## src/rtl/vga_layer_arbiter.sv

```systemverilog
`default_nettype none
// ============================================================================
//  Module   : vga_layer_arbiter
//  Purpose  : Four-layer rectangle compositor for a VGA pixel stream. Layer
//             geometry/colour is written into shadow registers and copied to
//             the active set only at a frame boundary, so frames never tear.
//             Two-stage pixel pipeline: hit test, then priority select.
//  Revision : 1.0  initial release
// ============================================================================
module vga_layer_arbiter (
  input  logic        clk,
  input  logic        reset,
  input  logic        pix_en,
  input  logic        video_on,
  input  logic [9:0]  x,
  input  logic [9:0]  y,
  input  logic        frame_tick,
  input  logic        cfg_valid,
  output logic        cfg_ready,
  input  logic [1:0]  cfg_layer,
  input  logic [2:0]  cfg_field,
  input  logic [11:0] cfg_data,
  output logic [3:0]  vga_r,
  output logic [3:0]  vga_g,
  output logic [3:0]  vga_b,
  output logic [2:0]  owner,
  output logic        commit
);

  localparam int         NUM_LAYERS = 4;
  localparam logic [2:0] FLD_X0     = 3'd0;
  localparam logic [2:0] FLD_X1     = 3'd1;
  localparam logic [2:0] FLD_Y0     = 3'd2;
  localparam logic [2:0] FLD_Y1     = 3'd3;
  localparam logic [2:0] FLD_COL    = 3'd4;
  localparam logic [2:0] FLD_EN     = 3'd5;
  localparam logic [2:0] FLD_BG     = 3'd6;
  localparam logic [2:0] FLD_RSVD   = 3'd7;
  localparam logic [2:0] OWN_BG     = 3'd4;
  localparam logic [2:0] OWN_BLANK  = 3'd7;

  typedef enum logic [0:0] {
    ST_IDLE   = 1'b0,
    ST_COMMIT = 1'b1
  } state_t;

  // --------------------------------------------------------------------------
  // Register sets
  // --------------------------------------------------------------------------
  logic [9:0]            sh_x0_q  [NUM_LAYERS];
  logic [9:0]            sh_x1_q  [NUM_LAYERS];
  logic [9:0]            sh_y0_q  [NUM_LAYERS];
  logic [9:0]            sh_y1_q  [NUM_LAYERS];
  logic [11:0]           sh_col_q [NUM_LAYERS];
  logic [NUM_LAYERS-1:0] sh_en_q;
  logic [11:0]           sh_bg_q;
  logic                  dirty_q;

  logic [9:0]            act_x0_q  [NUM_LAYERS];
  logic [9:0]            act_x1_q  [NUM_LAYERS];
  logic [9:0]            act_y0_q  [NUM_LAYERS];
  logic [9:0]            act_y1_q  [NUM_LAYERS];
  logic [11:0]           act_col_q [NUM_LAYERS];
  logic [NUM_LAYERS-1:0] act_en_q;
  logic [11:0]           act_bg_q;

  state_t state_q, state_d;
  logic   commit_go;
  logic   cfg_fire;

  // Writes are refused on frame_tick cycles so they can never race a commit.
  assign cfg_ready = ~reset & ~frame_tick;
  assign cfg_fire  = cfg_valid & cfg_ready;

  // --------------------------------------------------------------------------
  // Commit FSM
  // --------------------------------------------------------------------------

  // State register for the commit sequencer.
  always_ff @(posedge clk) begin
    if (reset) begin
      state_q <= ST_IDLE;
    end else begin
      state_q <= state_d;
    end
  end

  // Next-state: a frame_tick with pending shadow changes starts a commit.
  always_comb begin
    state_d   = state_q;
    commit_go = 1'b0;
    case (state_q)
      ST_IDLE: begin
        if (frame_tick && dirty_q) begin
          commit_go = 1'b1;
          state_d   = ST_COMMIT;
        end
      end
      ST_COMMIT: begin
        state_d = ST_IDLE;
      end
      default: begin
        state_d = ST_IDLE;
      end
    endcase
  end

  assign commit = (state_q == ST_COMMIT);

  // --------------------------------------------------------------------------
  // Shadow registers and dirty flag
  // --------------------------------------------------------------------------

  // Accepted config writes land in the shadow set; reserved field is dropped.
  always_ff @(posedge clk) begin
    if (reset) begin
      for (int i = 0; i < NUM_LAYERS; i++) begin
        sh_x0_q[i]  <= '0;
        sh_x1_q[i]  <= '0;
        sh_y0_q[i]  <= '0;
        sh_y1_q[i]  <= '0;
        sh_col_q[i] <= '0;
      end
      sh_en_q <= '0;
      sh_bg_q <= '0;
      dirty_q <= 1'b0;
    end else begin
      if (cfg_fire) begin
        case (cfg_field)
          FLD_X0:  sh_x0_q[cfg_layer]  <= cfg_data[9:0];
          FLD_X1:  sh_x1_q[cfg_layer]  <= cfg_data[9:0];
          FLD_Y0:  sh_y0_q[cfg_layer]  <= cfg_data[9:0];
          FLD_Y1:  sh_y1_q[cfg_layer]  <= cfg_data[9:0];
          FLD_COL: sh_col_q[cfg_layer] <= cfg_data;
          FLD_EN:  sh_en_q[cfg_layer]  <= cfg_data[0];
          FLD_BG:  sh_bg_q             <= cfg_data;
          default: ;
        endcase
      end
      if (cfg_fire && (cfg_field != FLD_RSVD)) begin
        dirty_q <= 1'b1;
      end else if (commit_go) begin
        dirty_q <= 1'b0;
      end
    end
  end

  // Active set: copied wholesale from the shadow set on a commit.
  always_ff @(posedge clk) begin
    if (reset) begin
      for (int i = 0; i < NUM_LAYERS; i++) begin
        act_x0_q[i]  <= '0;
        act_x1_q[i]  <= '0;
        act_y0_q[i]  <= '0;
        act_y1_q[i]  <= '0;
        act_col_q[i] <= '0;
      end
      act_en_q <= '0;
      act_bg_q <= '0;
    end else if (commit_go) begin
      for (int i = 0; i < NUM_LAYERS; i++) begin
        act_x0_q[i]  <= sh_x0_q[i];
        act_x1_q[i]  <= sh_x1_q[i];
        act_y0_q[i]  <= sh_y0_q[i];
        act_y1_q[i]  <= sh_y1_q[i];
        act_col_q[i] <= sh_col_q[i];
      end
      act_en_q <= sh_en_q;
      act_bg_q <= sh_bg_q;
    end
  end

  // --------------------------------------------------------------------------
  // Stage 1: hit test
  // --------------------------------------------------------------------------
  logic [NUM_LAYERS-1:0] hit_d;
  logic [NUM_LAYERS-1:0] hit_q;
  logic [11:0]           col_s1_q [NUM_LAYERS];
  logic [11:0]           bg_s1_q;
  logic                  von_s1_q;

  // Inclusive unsigned bounds; inverted rectangles simply never match.
  for (genvar gi = 0; gi < NUM_LAYERS; gi++) begin : g_hit
    assign hit_d[gi] = act_en_q[gi]
                     & (x >= act_x0_q[gi]) & (x <= act_x1_q[gi])
                     & (y >= act_y0_q[gi]) & (y <= act_y1_q[gi]);
  end

  // Capture hits, visibility and the colours that go with this pixel.
  always_ff @(posedge clk) begin
    if (reset) begin
      hit_q    <= '0;
      von_s1_q <= 1'b0;
      bg_s1_q  <= '0;
      for (int i = 0; i < NUM_LAYERS; i++) begin
        col_s1_q[i] <= '0;
      end
    end else if (pix_en) begin
      hit_q    <= hit_d;
      von_s1_q <= video_on;
      bg_s1_q  <= act_bg_q;
      for (int i = 0; i < NUM_LAYERS; i++) begin
        col_s1_q[i] <= act_col_q[i];
      end
    end
  end

  // --------------------------------------------------------------------------
  // Stage 2: priority select
  // --------------------------------------------------------------------------
  logic [11:0] rgb_d, rgb_q;
  logic [2:0]  owner_d, owner_q;

  // Lowest-indexed hit wins, so scan from the top down and let later
  // (lower) indices overwrite.
  always_comb begin
    rgb_d   = '0;
    owner_d = OWN_BLANK;
    if (von_s1_q) begin
      rgb_d   = bg_s1_q;
      owner_d = OWN_BG;
      for (int i = NUM_LAYERS - 1; i >= 0; i--) begin
        if (hit_q[i]) begin
          rgb_d   = col_s1_q[i];
          owner_d = 3'(i);
        end
      end
    end
  end

  // Output register; holds its value between pixel ticks.
  always_ff @(posedge clk) begin
    if (reset) begin
      rgb_q   <= '0;
      owner_q <= OWN_BLANK;
    end else if (pix_en) begin
      rgb_q   <= rgb_d;
      owner_q <= owner_d;
    end
  end

  assign vga_r = rgb_q[11:8];
  assign vga_g = rgb_q[7:4];
  assign vga_b = rgb_q[3:0];
  assign owner = owner_q;

endmodule
`default_nettype wire

```

## config.mk

```make
export PLATFORM = sky130hd
export DESIGN_NAME = vga_layer_arbiter
export DESIGN_NICKNAME = d
export VERILOG_FILES = /design/src/rtl/vga_layer_arbiter.sv
export SDC_FILE = /design/constraint.sdc
export NUM_CORES = 1
export LEC_CHECK = 0
export BUFFER_PORTS_ARGS = -buffer_cell sky130_fd_sc_hd__buf_4
export CORE_UTILIZATION = 63
export CTS_CLUSTER_SIZE = 24
export DETAILED_ROUTE_END_ITERATION = 12
export PLACE_DENSITY = 0.83
export SLEW_MARGIN = 40
export SYNTH_ARGS = -nofsm -noshare
export SYNTH_HDL_FRONTEND = slang
export SYNTH_SLANG_ARGS = --single-unit
```

## constraint.sdc

```tcl
create_clock -name clk -period 6.75 [get_ports clk]
set_input_delay 0 -clock clk [delete_from_list [all_inputs] [get_ports clk]]
set_output_delay 0 -clock clk [all_outputs]
set_load 0.01 [all_outputs]
```

==> flow_metrics.env <==
export IMPL_outcome="finished clean"
export IMPL_start_util_pct=64.5
export IMPL_num_rows=70
export IMPL_finalMaxSlewViolations=0
export IMPL_fin_worst_skew_ps=15.3
export IMPL_finalSetupTns_ps=0
export IMPL_cts_hold_buf=27
export IMPL_layout_commonest_cell="edfxtp_1"
export IMPL_max_cap_viol_count=0
export IMPL_syn_inst=1885
export IMPL_synth_area_sq_mm=0.0239
export IMPL_grt_pass1_vias=14421
export IMPL_final_setup_viol_count=0
export IMPL_tightest_slew_ps=812
export IMPL_place_congestion=0.828
export IMPL_layout_drive_gt1_share_pct=8.99
export IMPL_seq_area_frac_synth_pct=64.0
export IMPL_start_kind="primary input"
export IMPL_place_hpwl_mm=31.8
export IMPL_die_area_sq_mm=0.0386
export IMPL_area_delta_synth_final_pct=12.4
export IMPL_yosysWarnings=0
export IMPL_grt_pass1_wl_mm=80.0
export IMPL_clock_latency_ps=580
export IMPL_dieHeight_um=197
export IMPL_rsz0062_at_grt="false"
export IMPL_dr_pass1_iters=5
export IMPL_synth_seq_cells=530
export IMPL_final_cell_mix="edfxtp_1, and2_1, inv_1"
export IMPL_synth_nets=2088
export IMPL_relSlewSlack_pct=45.9
export IMPL_antenna_found_initial=6
export IMPL_ant_nets=0
export IMPL_core_area_sq_mm=0.0370
export IMPL_pin_count=60
export IMPL_drc_errors=0
export IMPL_period_share_pct=42.1
export IMPL_arrival_ps=3280
export IMPL_critPathSlowestCell="dlygate4sd3_1"
export IMPL_die_width_um=197
export IMPL_top_layer_used="met4"
export IMPL_hold_viol=0
export IMPL_num_vias=14498
export IMPL_wl_met1_mm=20.2
export IMPL_wl_met3_mm=3.92
export IMPL_fmax_mhz=352
export IMPL_synthFlopType="edfxtp_1"
export IMPL_finalNetCount=2148
export IMPL_place_area_sq_mm=0.0247
export IMPL_clock_sinks=530
export IMPL_min_path_type="primary input to flip-flop"
export IMPL_clkTransAtPathRegs_ps=60
export IMPL_cts_resized=0
export IMPL_fill_cells=2347
export IMPL_worstPathMaxFanout=55
export IMPL_critPathKind="primary input to flip-flop"
export IMPL_worstPathCellList="dlygate4sd3_1 -> buf_4 -> nor3b_4 -> nand2_1 -> nor2_1 -> nand3_1 -> dlygate4sd3_1 -> mux2i_1 -> dlygate4sd3_1 -> nor2_1"
export IMPL_portBuffers=59
export IMPL_ir_drop_mv=0.235
export IMPL_synth_edff_count=464
export IMPL_async_flop_share_pct=0
export IMPL_post_drt_wl_per_cell_um=21.0
export IMPL_p_leak_nw=11.1
export IMPL_synth_distinct_cells=52
export IMPL_grt_overflow_total=0
export IMPL_cts_max_level=2
export IMPL_clk_path_buf_depth=3
export IMPL_stdcell_area_sq_mm=0.0268
export IMPL_cts_tree="yes"
export IMPL_drtIter0Drc=1242
export IMPL_crit_path_frequent_cell="dlygate4sd3_1"
export IMPL_cts_buffers=53
export IMPL_layout_min_cycle_time_ps=2840
export IMPL_routed_wl_met2_mm=26.3
export IMPL_grt_max_degree=226
export IMPL_critPathMaxStageDelay_ps=590
export IMPL_viasPerCell=5.81
export IMPL_post_cts_buffers=0
export IMPL_track_usage_pct=27.7
export IMPL_wl_mm=52.5
export IMPL_p_per_area_mw_per_mm2=272
export IMPL_syn_avg_cell_area_sq_um=12.7
export IMPL_cp_required_ps=7190
export IMPL_cp_end_kind="flip-flop"
export IMPL_root_buffer="clkbuf_16"
-- per-stage QoR --
step	total power [mW]	cells	hold WS (ps)	worst slack, ps	util (%)
2_1_floorplan	4.13	1885	47.5	1400	-
3_3_place_gp	4.28	2365	260	3860	66.7
3_5_place_dp	4.32	2366	270	4050	66.8
4_1_cts	7.31	2493	35.7	3980	72.4
5_1_grt	7.51	2495	78.5	3710	72.5
6_report	7.30	2497	65.7	3910	72.6
-- worst max-delay path: cells and delay by family --
kind,cells,cell delay (ps)
buffers and inverters,4,2050
muxes,1,160
and+or+nand+nor,5,1060
-- Yosys cell counts (all sizes together), types with 4 or more instances --
cell      n  area share (%)
edfxtp  464              58
and2    281             7.4
inv     179             2.8
ha      160             8.4
nor2    138             2.2
nand2    88             1.4
and3     84             2.2
clkbuf   78             1.2
dfxtp    66             5.5
mux2i    53             2.2
o21ai    50             1.0
a21oi    48             1.0
a21o     35             1.1
a211oi   17            0.54
a22o     17            0.62
nand4    17            0.45
buf      16            0.40
nand2b   14            0.38
nor2b    10            0.29
nor3      9            0.28
o21a      8            0.25
nand3     6            0.13
o211ai    6            0.19
a31o      5            0.18
a31oi     4            0.10
-- final timing paths --
path	from	endpoint	slack, ps	cells after the start
setup / recovery	reset	sh_en_q[3]	3910	10
hold / removal	cfg_field[2]	sh_en_q[2]	70	6
setup reg to reg	dirty_q	act_y0_q[3][2]	4090	7
hold reg to reg	rgb_q[5]	rgb_q[5]	460	2
-- metal layers --
layer,GRT usage (%),vias up
met1,35.1,7059
met4,11.7,0
met5,0,-
met2,48.2,588
li1,-,6715
met3,3.85,136
-- flip-flops by register name, indices dropped and copies added (netlist names), 12 cells and up --
| signal | flops |
|---|---|
| sh_col_q | 48 |
| act_col_q | 48 |
| sh_y1_q | 40 |
| act_y0_q | 40 |
| act_x0_q | 40 |
| act_bg_q | 12 |
| sh_x0_q | 40 |
| col_s1_q | 48 |
| sh_x1_q | 40 |
| act_x1_q | 40 |
| sh_bg_q | 12 |
| sh_y0_q | 40 |
| rgb_q | 12 |
| act_y1_q | 40 |
| bg_s1_q | 12 |
-- layout make-up --
cell class	instances	area, sq um	share of cell area [%]
Clock inverter	19	220	0.821
Clock buffer	81	1610	5.99
Tap cell	504	631	2.35
Sequential cell	530	15300	56.9
Inverter	179	687	2.56
Multi-Input combinational cell	1082	7560	28.2
Timing Repair Buffer	99	847	3.16
Antenna cell	3	7.51	0.0280
-- power by group --
group	internal, mW	switching (mW)
combinational	0.172	0.336
clock	1.83	1.19
sequential	3.73	0.0404
-- logic make-up (layout without fill, tap and decap cells) --
family,count (synthesis),count (layout),share of synthesized area [%]
compound gates,211,211,5.82
fa+ha+maj,160,160,8.39
buf+inv,273,378,4.45
flops,530,530,64.0
mux,53,53,2.22
other cells,0,3,0
simple gates,658,658,15.2
Power figures use the tool's default switching activity.
